==> src/rtl/display_scanner.sv <==
// display_scanner
// Time-multiplexes a frame of NUM_DIGITS 4-bit display codes onto a common
// multi-digit 7-segment display. One digit is scanned per refresh slot; the
// slot starts with a short all-anodes-off blanking interval to avoid ghosting.
// Frames are double-buffered: a load lands in the shadow buffer and is copied
// to the active buffer only on the frame-wrap cycle, so a frame never tears.
//
// Ports:
//   clk         sole clock, rising edge
//   reset       synchronous, active-high
//   load        one-cycle strobe capturing digits_in/enable_in into the shadow
//   digits_in   frame codes, nibble i = digit i, digit 0 rightmost
//   enable_in   per-digit enable, 0 blanks that position
//   bcd         code of the scanned digit (valid during blanking too)
//   anode       active-low digit select, at most one bit low
//   digit_idx   index of the scanned digit
//   pending     shadow holds a frame not yet committed
//   frame_done  one-cycle pulse after every frame wrap
//
// Load protocol: there is no backpressure. Every cycle with load == 1 is an
// accepted transfer; a later load before the commit simply replaces the
// shadow contents, so only the most recent frame is ever committed.
module display_scanner #(
  parameter int NUM_DIGITS   = 8,
  parameter int REFRESH_DIV  = 50000,
  parameter int BLANK_CYCLES = 500
) (
  input  logic                          clk,
  input  logic                          reset,
  input  logic                          load,
  input  logic [4*NUM_DIGITS-1:0]       digits_in,
  input  logic [NUM_DIGITS-1:0]         enable_in,
  output logic [3:0]                    bcd,
  output logic [NUM_DIGITS-1:0]         anode,
  output logic [$clog2(NUM_DIGITS)-1:0] digit_idx,
  output logic                          pending,
  output logic                          frame_done
);

  localparam int IDX_W = $clog2(NUM_DIGITS);
  localparam int CNT_W = $clog2(REFRESH_DIV);

  // Scan position
  logic [CNT_W-1:0]        r_slot_cnt;
  logic [IDX_W-1:0]        r_idx;

  // Double-buffered frame
  logic [4*NUM_DIGITS-1:0] r_shadow_codes;
  logic [4*NUM_DIGITS-1:0] r_active_codes;
  logic [NUM_DIGITS-1:0]   r_shadow_en;
  logic [NUM_DIGITS-1:0]   r_active_en;
  logic                    r_pending;

  // Registered outputs
  logic [3:0]              r_bcd;
  logic [NUM_DIGITS-1:0]   r_anode;
  logic [IDX_W-1:0]        r_digit_idx;
  logic                    r_frame_done;

  // Decode of the current state
  logic                    w_slot_end;
  logic                    w_last_digit;
  logic                    w_wrap;
  logic                    w_commit;
  logic                    w_blanking;
  logic [3:0]              w_cur_code;
  logic [NUM_DIGITS-1:0]   w_anode_next;

  always_comb begin
    w_slot_end   = (r_slot_cnt == CNT_W'(REFRESH_DIV - 1));
    w_last_digit = (r_idx == IDX_W'(NUM_DIGITS - 1));
    w_wrap       = w_slot_end && w_last_digit;
    // Commit uses the shadow as it was before any same-cycle load, so a
    // load on the wrap cycle is kept for the following frame.
    w_commit     = w_wrap && r_pending;
    w_blanking   = (r_slot_cnt < CNT_W'(BLANK_CYCLES));
    w_cur_code   = r_active_codes[{r_idx, 2'b00} +: 4];
  end

  always_comb begin
    w_anode_next = '1;
    for (int i = 0; i < NUM_DIGITS; i++) begin
      if ((IDX_W'(i) == r_idx) && !w_blanking && r_active_en[i]) begin
        w_anode_next[i] = 1'b0;
      end
    end
  end

  always_ff @(posedge clk) begin
    if (reset) begin
      r_slot_cnt     <= '0;
      r_idx          <= '0;
      r_shadow_codes <= '0;
      r_active_codes <= '0;
      r_shadow_en    <= '0;
      r_active_en    <= '0;
      r_pending      <= 1'b0;
      r_bcd          <= '0;
      r_anode        <= '1;
      r_digit_idx    <= '0;
      r_frame_done   <= 1'b0;
    end else begin
      // Slot / digit counters
      if (w_slot_end) begin
        r_slot_cnt <= '0;
        if (w_last_digit) begin
          r_idx <= '0;
        end else begin
          r_idx <= r_idx + IDX_W'(1);
        end
      end else begin
        r_slot_cnt <= r_slot_cnt + CNT_W'(1);
      end

      // Frame commit at the wrap
      if (w_commit) begin
        r_active_codes <= r_shadow_codes;
        r_active_en    <= r_shadow_en;
      end

      // Shadow capture; a load always leaves a frame pending, even on the
      // wrap cycle, because the freshly loaded data is not yet active.
      if (load) begin
        r_shadow_codes <= digits_in;
        r_shadow_en    <= enable_in;
        r_pending      <= 1'b1;
      end else if (w_commit) begin
        r_pending      <= 1'b0;
      end

      // Outputs reflect the state before this edge (one cycle latency)
      r_bcd        <= w_cur_code;
      r_digit_idx  <= r_idx;
      r_anode      <= w_anode_next;
      r_frame_done <= w_wrap;
    end
  end

  assign bcd        = r_bcd;
  assign anode      = r_anode;
  assign digit_idx  = r_digit_idx;
  assign pending    = r_pending;
  assign frame_done = r_frame_done;

endmodule

==> config.mk <==
export PLATFORM = sky130hd
export DESIGN_NAME = display_scanner
export DESIGN_NICKNAME = d
export VERILOG_FILES = /design/src/rtl/display_scanner.sv
export SDC_FILE = /design/constraint.sdc
export NUM_CORES = 1
export LEC_CHECK = 0
export CAP_MARGIN = 20
export CORE_ASPECT_RATIO = 0.5
export CORE_MARGIN = 5
export CORE_UTILIZATION = 51
export CTS_BUF_LIST = sky130_fd_sc_hd__clkbuf_16
export DETAILED_ROUTE_END_ITERATION = 12
export HOLD_SLACK_MARGIN = 0.06
export PLACE_DENSITY = 0.73
export SLEW_MARGIN = 0
export SYNTH_ARGS = -nofsm -noshare
export SYNTH_HDL_FRONTEND = slang
export SYNTH_SLANG_ARGS = --single-unit
==> constraint.sdc <==
create_clock -name clk -period 2.15 [get_ports clk]
set_input_delay 0.3225 -clock clk [delete_from_list [all_inputs] [get_ports clk]]
set_output_delay 0.3225 -clock clk [all_outputs]
set_load 0.02 [all_outputs]
Yosys cells after proc, flatten, opt, wreduce, memory -nomap -nowiden
Index checks and enable logic that the tools add are counted.
- output and inout bits: 17
- register bits after elaboration: 116
- input bits: 43
- shifts and indexed selects: 1
- equality and inequality tests: 9
- reduce and logical (&&, ||, !) cells: 22
- mux-type cells: 11
- magnitude comparators: 1
- add/sub/neg operators: 2
- operator list (cell ; count):
    variable part select 32 x 6 -> 4 bit ; 1
    logical AND 1 bit ; 18
    adder 16 x 1 -> 16 bit (second input constant) ; 1
    == test 16 bit (second input constant) ; 1
    < comparator 16 x 9 -> 1 bit (second input constant) ; 1
    == test 3 bit (first input constant) ; 4
    two-way mux 1 bit ; 10
    == test 2 x 3 -> 1 bit (first input constant) ; 2
    adder 3 x 1 -> 3 bit (second input constant) ; 1
    == test 1 x 3 -> 1 bit (first input constant) ; 1
    == test 3 bit (second input constant) ; 1
    logical NOT 3 bit ; 1
    two-way mux 3 bit ; 1
    nonzero test 2 bit ; 1
    OR reduction 2 bit ; 1
    logical NOT 1 bit ; 1

Depth between registers and ports, before layout
Gate-level depths: netlist (run 1).
- depth in word-level cells: 5
- gate-level depth with buffers: 7

Worst setup path before layout (run 1)
OpenSTA, ideal clock, no wires.
- path type: reg2reg
- from: reg r_slot_cnt[0]
- to: reg r_active_codes[0]
- library setup time: 0.072 ns
- period minus slack after synthesis: 1.699 ns
- stages on the path, launching flop included: 8
- arrival time: 1.628 ns
- path buffers: 2
- slack: 0.451 ns
- cells stage by stage: dfxtp_1 -> ha_1 -> and4_1 -> and4_4 -> and3_1 -> buf_6 -> buf_12 -> mux2i_1
- cells in the longest elaborated chain, start to end: 3
- ends and longest elaborated chain (element ; RTL line ; text):
    from (decl) ; 44 ; logic [CNT_W-1:0] r_slot_cnt;
    from (signal assigned) ; 112 ; r_slot_cnt <= r_slot_cnt + CNT_W'(1);
    == test 16 bit ; 70 ; w_slot_end = (r_slot_cnt == CNT_W'(REFRESH_DIV - 1));
    logical AND 1 bit ; 72 ; w_wrap = w_slot_end && w_last_digit;
    logical AND 1 bit ; 75 ; w_commit = w_wrap && r_pending;
    to (signal assigned) ; 117 ; r_active_codes <= r_shadow_codes;
    to (decl) ; 49 ; logic [4*NUM_DIGITS-1:0] r_active_codes;
No other way between the ends.
A chain may end at the register's enable or synchronous reset.

Worst setup path in the final report (run 1)
- from: reg r_slot_cnt[0]
- to: reg r_active_en[1]
- cells in the longest elaborated chain, start to end: 3
- ends and longest elaborated chain (element ; RTL line ; text):
    == test 16 bit ; 70 ;
    logical AND 1 bit ; 72 ;
    logical AND 1 bit ; 75 ;
    to (signal assigned) ; 118 ; r_active_en <= r_shadow_en;
    to (decl) ; 51 ; logic [NUM_DIGITS-1:0] r_active_en;
No other way between the ends.

==> flow_metrics.py, run 1 <==
metrics = {
    "clocking": {
        "cts-resized-gates": 0,
        "cts_root_buffer": "clkbuf_16",
        "cts_setup_buffers": 0,
        "clock_latency_ns": 0.41,
        "cts_hold_buffers": 0,
        "cts.sinks": 116,
        "h-tree-depth": 4,
        "clock_path_buffers": 2,
        "clk_pin_slew_ns": 0.06,
        "cts_tree": "yes",
        "cts_buffers": 17,
    },
    "synthesis": {
        "synth.distinct_cells": 30,
        "synthArstFlopShare_pct": 0,
        "ys_ff_latch": 116,
        "synth-edff-count": 0,
        "synth_fp_nets": 514,
        "ys_warn_count": 0,
        "ys_seq_area_share_pct": 48.0,
        "syn_avg_cell_area_um2": 10.4,
        "synth_ff_type": "dfxtp_1",
        "synth_area_um2": 4830,
        "synthCells": 464,
    },
    "global_route": {
        "antenna_found_initial": 0,
        "grt_pass1_wl_um": 16200,
        "grt_max_degree": 55,
        "grt_pass1_vias": 3286,
        "grt_overflow_total": 0,
        "track_usage_pct": 17.7,
    },
    "power_and_ir_drop": {
        "p_total_mw": 5.28,
        "power.leakage_nw": 2.29,
        "max-vdd-ir-drop_mv": 0.722,
        "switching_power_mw": 1.13,
        "swShare_pct": 21.3,
        "power_frac_seq_pct": 42.2,
        "internal_power_mw": 4.16,
        "pwr-share-clk_pct": 52.9,
        "p_comb_share_pct": 4.9,
        "power_density_nw_per_um2": 868,
    },
    "setup_path": {
        "timing.rr.end": "r_active_en[1]$_SDFFE_PP0P_",
        "r2r_start": "r_slot_cnt[0]$_SDFF_PP0_",
        "crit_family": "simple AND/OR/NAND/NOR gates",
        "path_buf_inv": 1,
        "cpMaxStageDelayCell": "dfxtp_1",
        "startpoint_type": "flip-flop",
        "worstSetupPathType": "reg -> reg",
        "crit_required_ns": 2.48,
        "ff2ff_setup_slack_ns": 0.23,
        "r2r_cells": 6,
        "end_kind": "flip-flop",
        "worstPathMaxFanout": 14,
        "path_cells": "ha_1 -> and4_1 -> and4_4 -> and3_2 -> buf_4 -> mux2i_1",
        "cpPeakStageDelay_ns": 0.36,
        "crit_arrival_ns": 2.25,
    },
    "worst_hold_path": {
        "min_to": "digit_idx[0]$_SDFF_PP0_",
        "hp-class": "in -> reg",
        "whs_path_depth": 2,
        "min_from": "reset",
    },
    "place": {
        "placed_area_um2": 5500,
        "dp_slack_ns": 0.249,
        "port_buffers": 59,
        "dp.cells": 624,
        "dp_hpwl_um": 6300,
        "gp_congestion": 0.753,
    },
    "drt": {
        "wl_per_cell_um": 14.6,
        "drt_pre_antenna_iters": 4,
        "via_per_inst": 5.03,
        "routed_wl_um": 9560,
        "drc": 0,
        "ant_nets": 0,
        "vias": 3302,
        "drtIter0Drc": 95,
    },
    "timing": {
        "skew_ns": 0.0126,
        "max_freq_mhz": 520,
        "fin_setup_tns_ns": 0,
        "relSlewSlack_pct": 67.8,
        "period_needed_ns": 1.92,
        "setup_violations": 0,
        "setup_slack_ns": 0.227,
        "finalCritPeriodShare_pct": 89.5,
        "finalHoldViolations": 0,
        "whs_ns": 0.357,
        "rsz0062_at_grt": "no",
        "tightest_slew_ns": 0.482,
        "final_max_slew_viol_count": 0,
    },
    "floorplanning": {
        "io_pins": 60,
        "die-width_um": 148,
        "core-area_um2": 9350,
        "die_h_um": 78.8,
        "num_rows": 25,
        "start_util_pct": 51.7,
        "die-area_um2": 11600,
    },
    "layout": {
        "final_nets": 572,
        "final_util_pct": 65.1,
        "drive_above_1_share_pct": 10.7,
        "insertedDiodeCount": 0,
        "instances_no_fill": 656,
        "fin_area_um2": 6090,
        "area_growth_pct": 25.9,
    },
    "run": {
        "maxCapViolCount": 0,
    },
    "status": {
        "status": "finished clean",
    },
}
sequential cells by signal, indices dropped and copies added (netlist names):
name / cells
r_active_codes: 32
r_shadow_codes: 32
bcd: 4
r_slot_cnt: 16
digit_idx: 3
anode: 8
r_idx: 3
r_shadow_en: 8
pending: 1
r_active_en: 8
frame_done: 1
cells in the mapped netlist, types with 6 or more instances:
master	number	area share, %
nand2_1	10	0.78
clkbuf_1	20	1.6
buf_2	7	0.72
nand2b_1	81	10
nor2_1	64	5.0
nand4_1	13	1.7
mux4_2	8	3.7
ha_1	7	1.8
nand3_1	6	0.62
xor2_1	11	2.0
dfxtp_1	116	48
mux2i_1	82	17
final cells by class:
type | instances | area [um^2]
clock buffers | 17 | 425
clock inverters | 15 | 165
inverters | 6 | 22.5
well taps | 121 | 151
flip-flops and latches | 116 | 2320
repair buffers | 71 | 711
fillers | 739 | 3270
multi-input cells | 310 | 2290
per-layer routing:
layer	share of wire, %	wire, um	track usage, %
met5	0	0	0
met4	1.5	145	8.74
met3	4.0	384	5.25
met2	46	4390	27.0
met1	49	4640	23.0
logic make-up (layout without fill, tap and decap cells):
family	count (synthesis)	count (layout)	synth area share [%]
xor+xnor	14	14	2.54
simple gates	190	190	21.2
buf+inv	38	109	4.63
mux	90	90	20.7
flops	116	116	48.0
compound gates	9	9	1.06
fa+ha+maj	7	7	1.81
placed cells by master, fill, tap and decap left out, types with 5 or more instances in the layout:
cell type / count
dfxtp_1: 116
mux2i_1: 82
nand2b_1: 81
nor2_1: 64
clkdlybuf4s50_1: 57
clkbuf_16: 17
nand4_1: 13
xor2_1: 11
nand2_1: 10
buf_4: 10
mux4_2: 8
ha_1: 7
nand3_1: 6
inv_1: 5
and4_1: 5
a21oi_1: 5
clkinv_2: 5
clkinvlp_4: 5
power groups by stage:
stage | combinational (mW) | sequential [mW] | clock (mW)
6_report | 0.259 | 2.23 | 2.79
5_1_grt | 0.286 | 2.24 | 2.96
4_1_cts | 0.264 | 2.23 | 2.84
3_5_place_dp | 0.262 | 2.28 | 0
3_3_place_gp | 0.259 | 2.27 | 0
2_1_floorplan | 0.151 | 2.27 | 0
worst register-to-register path: cells and delay by family, from the launching register on:
family	cells	cell delay (ns)
multiplexers	1	0.22
flip-flops	1	0.36
buffers and inverters	1	0.26
adder cells (fa/ha/maj)	1	0.21
AND/OR/NAND/NOR	3	0.79
worst max path at each step:
| stage | startpoint | endpoint | cells after the start |
|---|---|---|---|
| 2_1_floorplan | r_slot_cnt[0]$_SDFF_PP0_ | r_active_codes[0]$_SDFFE_PP0P_ | 7 |
| 3_5_place_dp | r_slot_cnt[0]$_SDFF_PP0_ | r_active_codes[28]$_SDFFE_PP0P_ | 6 |
| 5_1_grt | r_slot_cnt[0]$_SDFF_PP0_ | r_active_codes[28]$_SDFFE_PP0P_ | 6 |
| 6_report | r_slot_cnt[0]$_SDFF_PP0_ | r_active_en[1]$_SDFFE_PP0P_ | 6 |
| 4_1_cts | r_slot_cnt[0]$_SDFF_PP0_ | r_active_codes[28]$_SDFFE_PP0P_ | 6 |
| 3_3_place_gp | r_slot_cnt[0]$_SDFF_PP0_ | r_active_en[1]$_SDFFE_PP0P_ | 6 |
Power figures use the tool's default switching activity.
==> inputs of run 2 (changes only) <==
Clock period 2.15 ns to 2.1 ns, I/O delays scaled along.
==> run 2 against run 1 <==
  * Combinational power increased by 3%
  * Die area unchanged
  * Register-to-register slack got worse by 0.07 ns
  * Via count decreased by 2.3%
  * Worst hold slack got worse by 0.10 ns
  * Setup slack got worse by 0.067 ns
  * Clock power decreased by 7.5%
  * Final cell count decreased by 0.30%
  * Final area decreased by 0.86%
  * Sequential power increased by 3%
  * Clock skew decreased by 0.0020 ns
==> flow_metrics.py, run 2 (synthesis results as in run 1) <==
metrics = {
    "status": {
        "status": "finished clean",
    },
    "setup_path": {
        "startpoint_type": "flip-flop",
        "r2r_cells": 6,
        "worstPathMaxFanout": 29,
        "end_kind": "flip-flop",
        "crit_arrival_ns": 2.26,
        "crit_required_ns": 2.42,
        "worstSetupPathType": "reg -> reg",
    },
    "clocking": {
        "cts.sinks": 116,
        "h-tree-depth": 4,
        "cts-resized-gates": 0,
        "clock_path_buffers": 2,
        "cts_hold_buffers": 0,
        "clock_latency_ns": 0.40,
        "clk_pin_slew_ns": 0.05,
        "cts_tree": "yes",
        "cts_root_buffer": "clkbuf_16",
        "cts_buffers": 17,
        "cts_setup_buffers": 0,
    },
    "global_route": {
        "track_usage_pct": 16.8,
        "grt_pass1_wl_um": 15500,
        "grt_overflow_total": 0,
        "antenna_found_initial": 0,
        "grt_pass1_vias": 3175,
        "grt_max_degree": 56,
    },
    "timing": {
        "whs_ns": 0.257,
        "finalHoldViolations": 0,
        "fin_setup_tns_ns": 0,
        "setup_violations": 0,
        "final_max_slew_viol_count": 0,
        "skew_ns": 0.0105,
        "relSlewSlack_pct": 78.4,
        "finalCritPeriodShare_pct": 92.4,
        "tightest_slew_ns": 0.323,
        "period_needed_ns": 1.94,
        "setup_slack_ns": 0.159,
        "rsz0062_at_grt": "no",
        "max_freq_mhz": 515,
    },
    "run": {
        "maxCapViolCount": 0,
    },
    "floorplanning": {
        "die-width_um": 148,
        "die_h_um": 78.8,
        "start_util_pct": 51.7,
        "die-area_um2": 11600,
        "io_pins": 60,
        "num_rows": 25,
        "core-area_um2": 9350,
    },
    "drt": {
        "ant_nets": 0,
        "drtIter0Drc": 126,
        "vias": 3226,
        "via_per_inst": 4.93,
        "routed_wl_um": 9220,
        "drt_pre_antenna_iters": 4,
        "drc": 0,
        "wl_per_cell_um": 14.1,
    },
    "place": {
        "dp_hpwl_um": 6140,
        "dp_slack_ns": 0.171,
        "port_buffers": 59,
        "placed_area_um2": 5510,
        "gp_congestion": 0.756,
    },
    "layout": {
        "final_nets": 574,
        "reg_top3": "r_active_codes (32), r_shadow_codes (32), r_slot_cnt (16)",
        "insertedDiodeCount": 0,
        "layout.cells.most_common_list": "116 x dfxtp_1, 82 x mux2i_1, 81 x nand2b_1",
        "drive_above_1_share_pct": 9.38,
        "fillers": 751,
        "final_common_cell": "dfxtp_1",
        "area_growth_pct": 24.8,
        "fin_area_um2": 6030,
    },
    "power_and_ir_drop": {
        "power.leakage_nw": 2.28,
        "power_frac_seq_pct": 44.5,
        "switching_power_mw": 1.04,
        "pwr-share-clk_pct": 50.3,
        "swShare_pct": 20.3,
        "max-vdd-ir-drop_mv": 0.655,
        "power_density_nw_per_um2": 851,
        "p_total_mw": 5.14,
        "p_comb_share_pct": 5.2,
        "internal_power_mw": 4.09,
    },
    "worst_hold_path": {
        "hp-class": "in -> reg",
        "whs_path_depth": 2,
    },
}
==> run 2: cell count changes in the layout (fill, tap and decap cells not counted), sizes merged <==
cell / previous run / this run
buf: 14 / 16
bufinv: 3 / 2
inv: 5 / 6
clkinv: 8 / 9
clkinvlp: 5 / 0
==> run 2: final cells by class <==
class                      count  area [um^2]  area share (%)
multi-input combinational    310         2290            37.9
sequential                   116         2320            38.5
timing repair buffer          73          726            12.0
inverter                       6         22.5           0.373
tap                          121          151            2.51
clock inverter                11         97.6            1.62
clock buffer                  17          425            7.05
==> run 2: power by group through the flow <==
stage	Sequential [mW]	Combinational (mW)	Clock (mW)
2_1_floorplan	2.32	0.155	0
3_3_place_gp	2.33	0.266	0
3_5_place_dp	2.33	0.269	0
4_1_cts	2.29	0.271	2.63
5_1_grt	2.29	0.295	2.74
6_report	2.29	0.266	2.58
==> run 2: critical path: stages (launching register included) <==
cell and delay (ns):
dfxtp_1 0.36, ha_1 0.21, and4_1 0.30, and4_4 0.28, and3_2 0.23, buf_12 0.24, mux2i_1 0.23
==> run 2: worst paths after layout <==
path | startpoint | endpoint | slack, ns
min | reset | digit_idx[2]$_SDFF_PP0_ | 0.26
max reg2reg | r_slot_cnt[0]$_SDFF_PP0_ | r_active_codes[16]$_SDFFE_PP0P_ | 0.16
min reg2reg | r_active_en[3]$_SDFFE_PP0P_ | anode[3]$_SDFF_PP1_ | 0.40
max | r_slot_cnt[0]$_SDFF_PP0_ | r_active_codes[16]$_SDFFE_PP0P_ | 0.16
==> run 2: per-layer routing <==
metal | GRT usage (%) | vias to the layer above | part of all wire (%)
met4 | 6.41 | 0 | 1.6
met2 | 26.3 | 41 | 45
met3 | 5.59 | 12 | 3.2
li1 | - | 1680 | -
met5 | 0 | - | 0
met1 | 21.7 | 1493 | 50
==> run 2: stage by stage <==
stage | util [%] | instances
final | 64.5 | 654
after global routing | 64.5 | 654
after CTS | 64.5 | 654
after detailed placement | 58.9 | 626
after global placement | 58.9 | 626
after floorplan | - | 464
==> inputs of run 3 (changes only) <==
Settings changed: REMOVE_ABC_BUFFERS from default to 1.
==> run 3 against run 2 <==
  * Die area is the same
  * Final area shrank 0.85%
  * Worst hold slack lost 0.010 ns
  * Core utilization shrank 0.55 points
  * Largest cell class unchanged
  * Largest power group unchanged
==> flow_metrics.py, run 3 (synthesis results as in run 1) <==
metrics = {
    "clocking": {
        "cts_hold_buffers": 0,
        "cts-resized-gates": 0,
        "clock_latency_ns": 0.40,
        "h-tree-depth": 4,
        "cts_setup_buffers": 0,
        "clk_pin_slew_ns": 0.05,
        "cts_root_buffer": "clkbuf_16",
        "cts_buffers": 17,
        "cts.sinks": 116,
        "cts_tree": "yes",
        "clock_path_buffers": 2,
    },
    "power_and_ir_drop": {
        "p_total_mw": 4.89,
        "max-vdd-ir-drop_mv": 0.559,
        "power_density_nw_per_um2": 817,
        "power.leakage_nw": 2.26,
    },
    "timing": {
        "skew_ns": 0.00620,
        "tightest_slew_ns": 0.373,
        "finalHoldViolations": 0,
        "fin_setup_tns_ns": 0,
        "period_needed_ns": 1.92,
        "max_freq_mhz": 520,
        "relSlewSlack_pct": 75.0,
        "rsz0062_at_grt": "no",
        "setup_violations": 0,
        "final_max_slew_viol_count": 0,
        "finalCritPeriodShare_pct": 91.6,
    },
    "layout": {
        "final_util_pct": 64.0,
        "fin_area_um2": 5980,
        "final_common_cell": "dfxtp_1",
        "reg_top3": "r_active_codes (32), r_shadow_codes (32), r_slot_cnt (16)",
        "instances_no_fill": 655,
        "layout.cells.most_common_list": "116 x dfxtp_1, 82 x mux2i_1, 81 x nand2b_1",
        "drive_above_1_share_pct": 8.99,
        "final_nets": 573,
        "insertedDiodeCount": 0,
        "area_growth_pct": 23.8,
    },
    "floorplanning": {
        "core-area_um2": 9350,
        "io_pins": 60,
        "num_rows": 25,
        "start_util_pct": 51.7,
        "die-area_um2": 11600,
        "die_h_um": 78.8,
        "die-width_um": 148,
    },
    "drt": {
        "routed_wl_um": 8810,
        "vias": 3228,
        "drtIter0Drc": 156,
        "wl_per_cell_um": 13.5,
        "ant_nets": 0,
        "via_per_inst": 4.93,
        "drt_pre_antenna_iters": 4,
        "drc": 0,
    },
    "global_route": {
        "grt_pass1_wl_um": 15100,
        "grt_pass1_vias": 3224,
        "track_usage_pct": 16.2,
        "grt_max_degree": 87,
        "antenna_found_initial": 0,
        "grt_overflow_total": 0,
    },
    "place": {
        "dp.cells": 625,
        "dp_hpwl_um": 5680,
        "placed_area_um2": 5500,
        "port_buffers": 59,
        "gp_congestion": 0.785,
    },
    "setup_path": {
        "worstPathMaxFanout": 14,
        "end_kind": "flip-flop",
        "crit_arrival_ns": 2.25,
        "startpoint_type": "flip-flop",
        "worstSetupPathType": "reg -> reg",
        "ff2ff_setup_slack_ns": 0.18,
        "crit_required_ns": 2.43,
    },
    "worst_hold_path": {
        "hp-class": "in -> reg",
    },
    "run": {
        "maxCapViolCount": 0,
    },
    "status": {
        "status": "finished clean",
    },
}
[run 3: cell count changes in the layout (fill, tap and decap cells not counted)]
cell       before  now
bufinv_16       2    0
clkinv_1        6    8
buf_4          12   11
clkinv_2        3    4
inv_1           6    7
[run 3: power by group]
part / leakage (nW) / internal (mW) / switching [mW]
registers: 0.944 / 2.26 / 0.0283
logic: 1.07 / 0.158 / 0.107
clock network: 0.247 / 1.44 / 0.903
[run 3: final timing paths]
check                                                  from                               to  depth (start not counted)
worst max-delay path               r_slot_cnt[0]$_SDFF_PP0_  r_active_codes[22]$_SDFFE_PP0P_                          6
worst min-delay path                                  reset      r_shadow_en[5]$_SDFFE_PP0P_                          2
worst max register to register     r_slot_cnt[0]$_SDFF_PP0_  r_active_codes[22]$_SDFFE_PP0P_                          6
worst min register to register  r_active_en[1]$_SDFFE_PP0P_              anode[1]$_SDFF_PP1_                          1
[run 3: final cells by class]
class / instances / area, um^2
well taps: 121 / 151
inverters: 6 / 22.5
clock inverters: 13 / 53.8
clock buffers: 17 / 425
fillers: 787 / 3370
flip-flops and latches: 116 / 2320
multi-input cells: 310 / 2290
repair buffers: 72 / 718
[run 3: critical path, stage by stage, from the launching register on]
cell and delay [ns]:
dfxtp_1 0.36, ha_1 0.21, and4_1 0.28, and4_4 0.27
and3_2 0.23, buf_4 0.28, mux2i_1 0.21
[run 3: layer usage]
layer | global-route usage [%] | part of all wire (%) | vias up
li1 | - | - | 1677
met1 | 21.5 | 51 | 1506
met2 | 25.3 | 44 | 37
met3 | 4.96 | 3.1 | 8
met4 | 5.58 | 1.0 | 0
met5 | 0 | 0 | -
[run 3: metrics by stage]
| stage | hold WS (ns) | setup slack, ns |
|---|---|---|
| 6_report | 0.247 | 0.177 |
| 3_3_place_gp | 0.390 | 0.254 |
| 2_1_floorplan | 0.368 | -0.738 |
| 3_5_place_dp | 0.396 | 0.182 |
| 5_1_grt | 0.248 | 0.0173 |
| 4_1_cts | 0.230 | 0.164 |
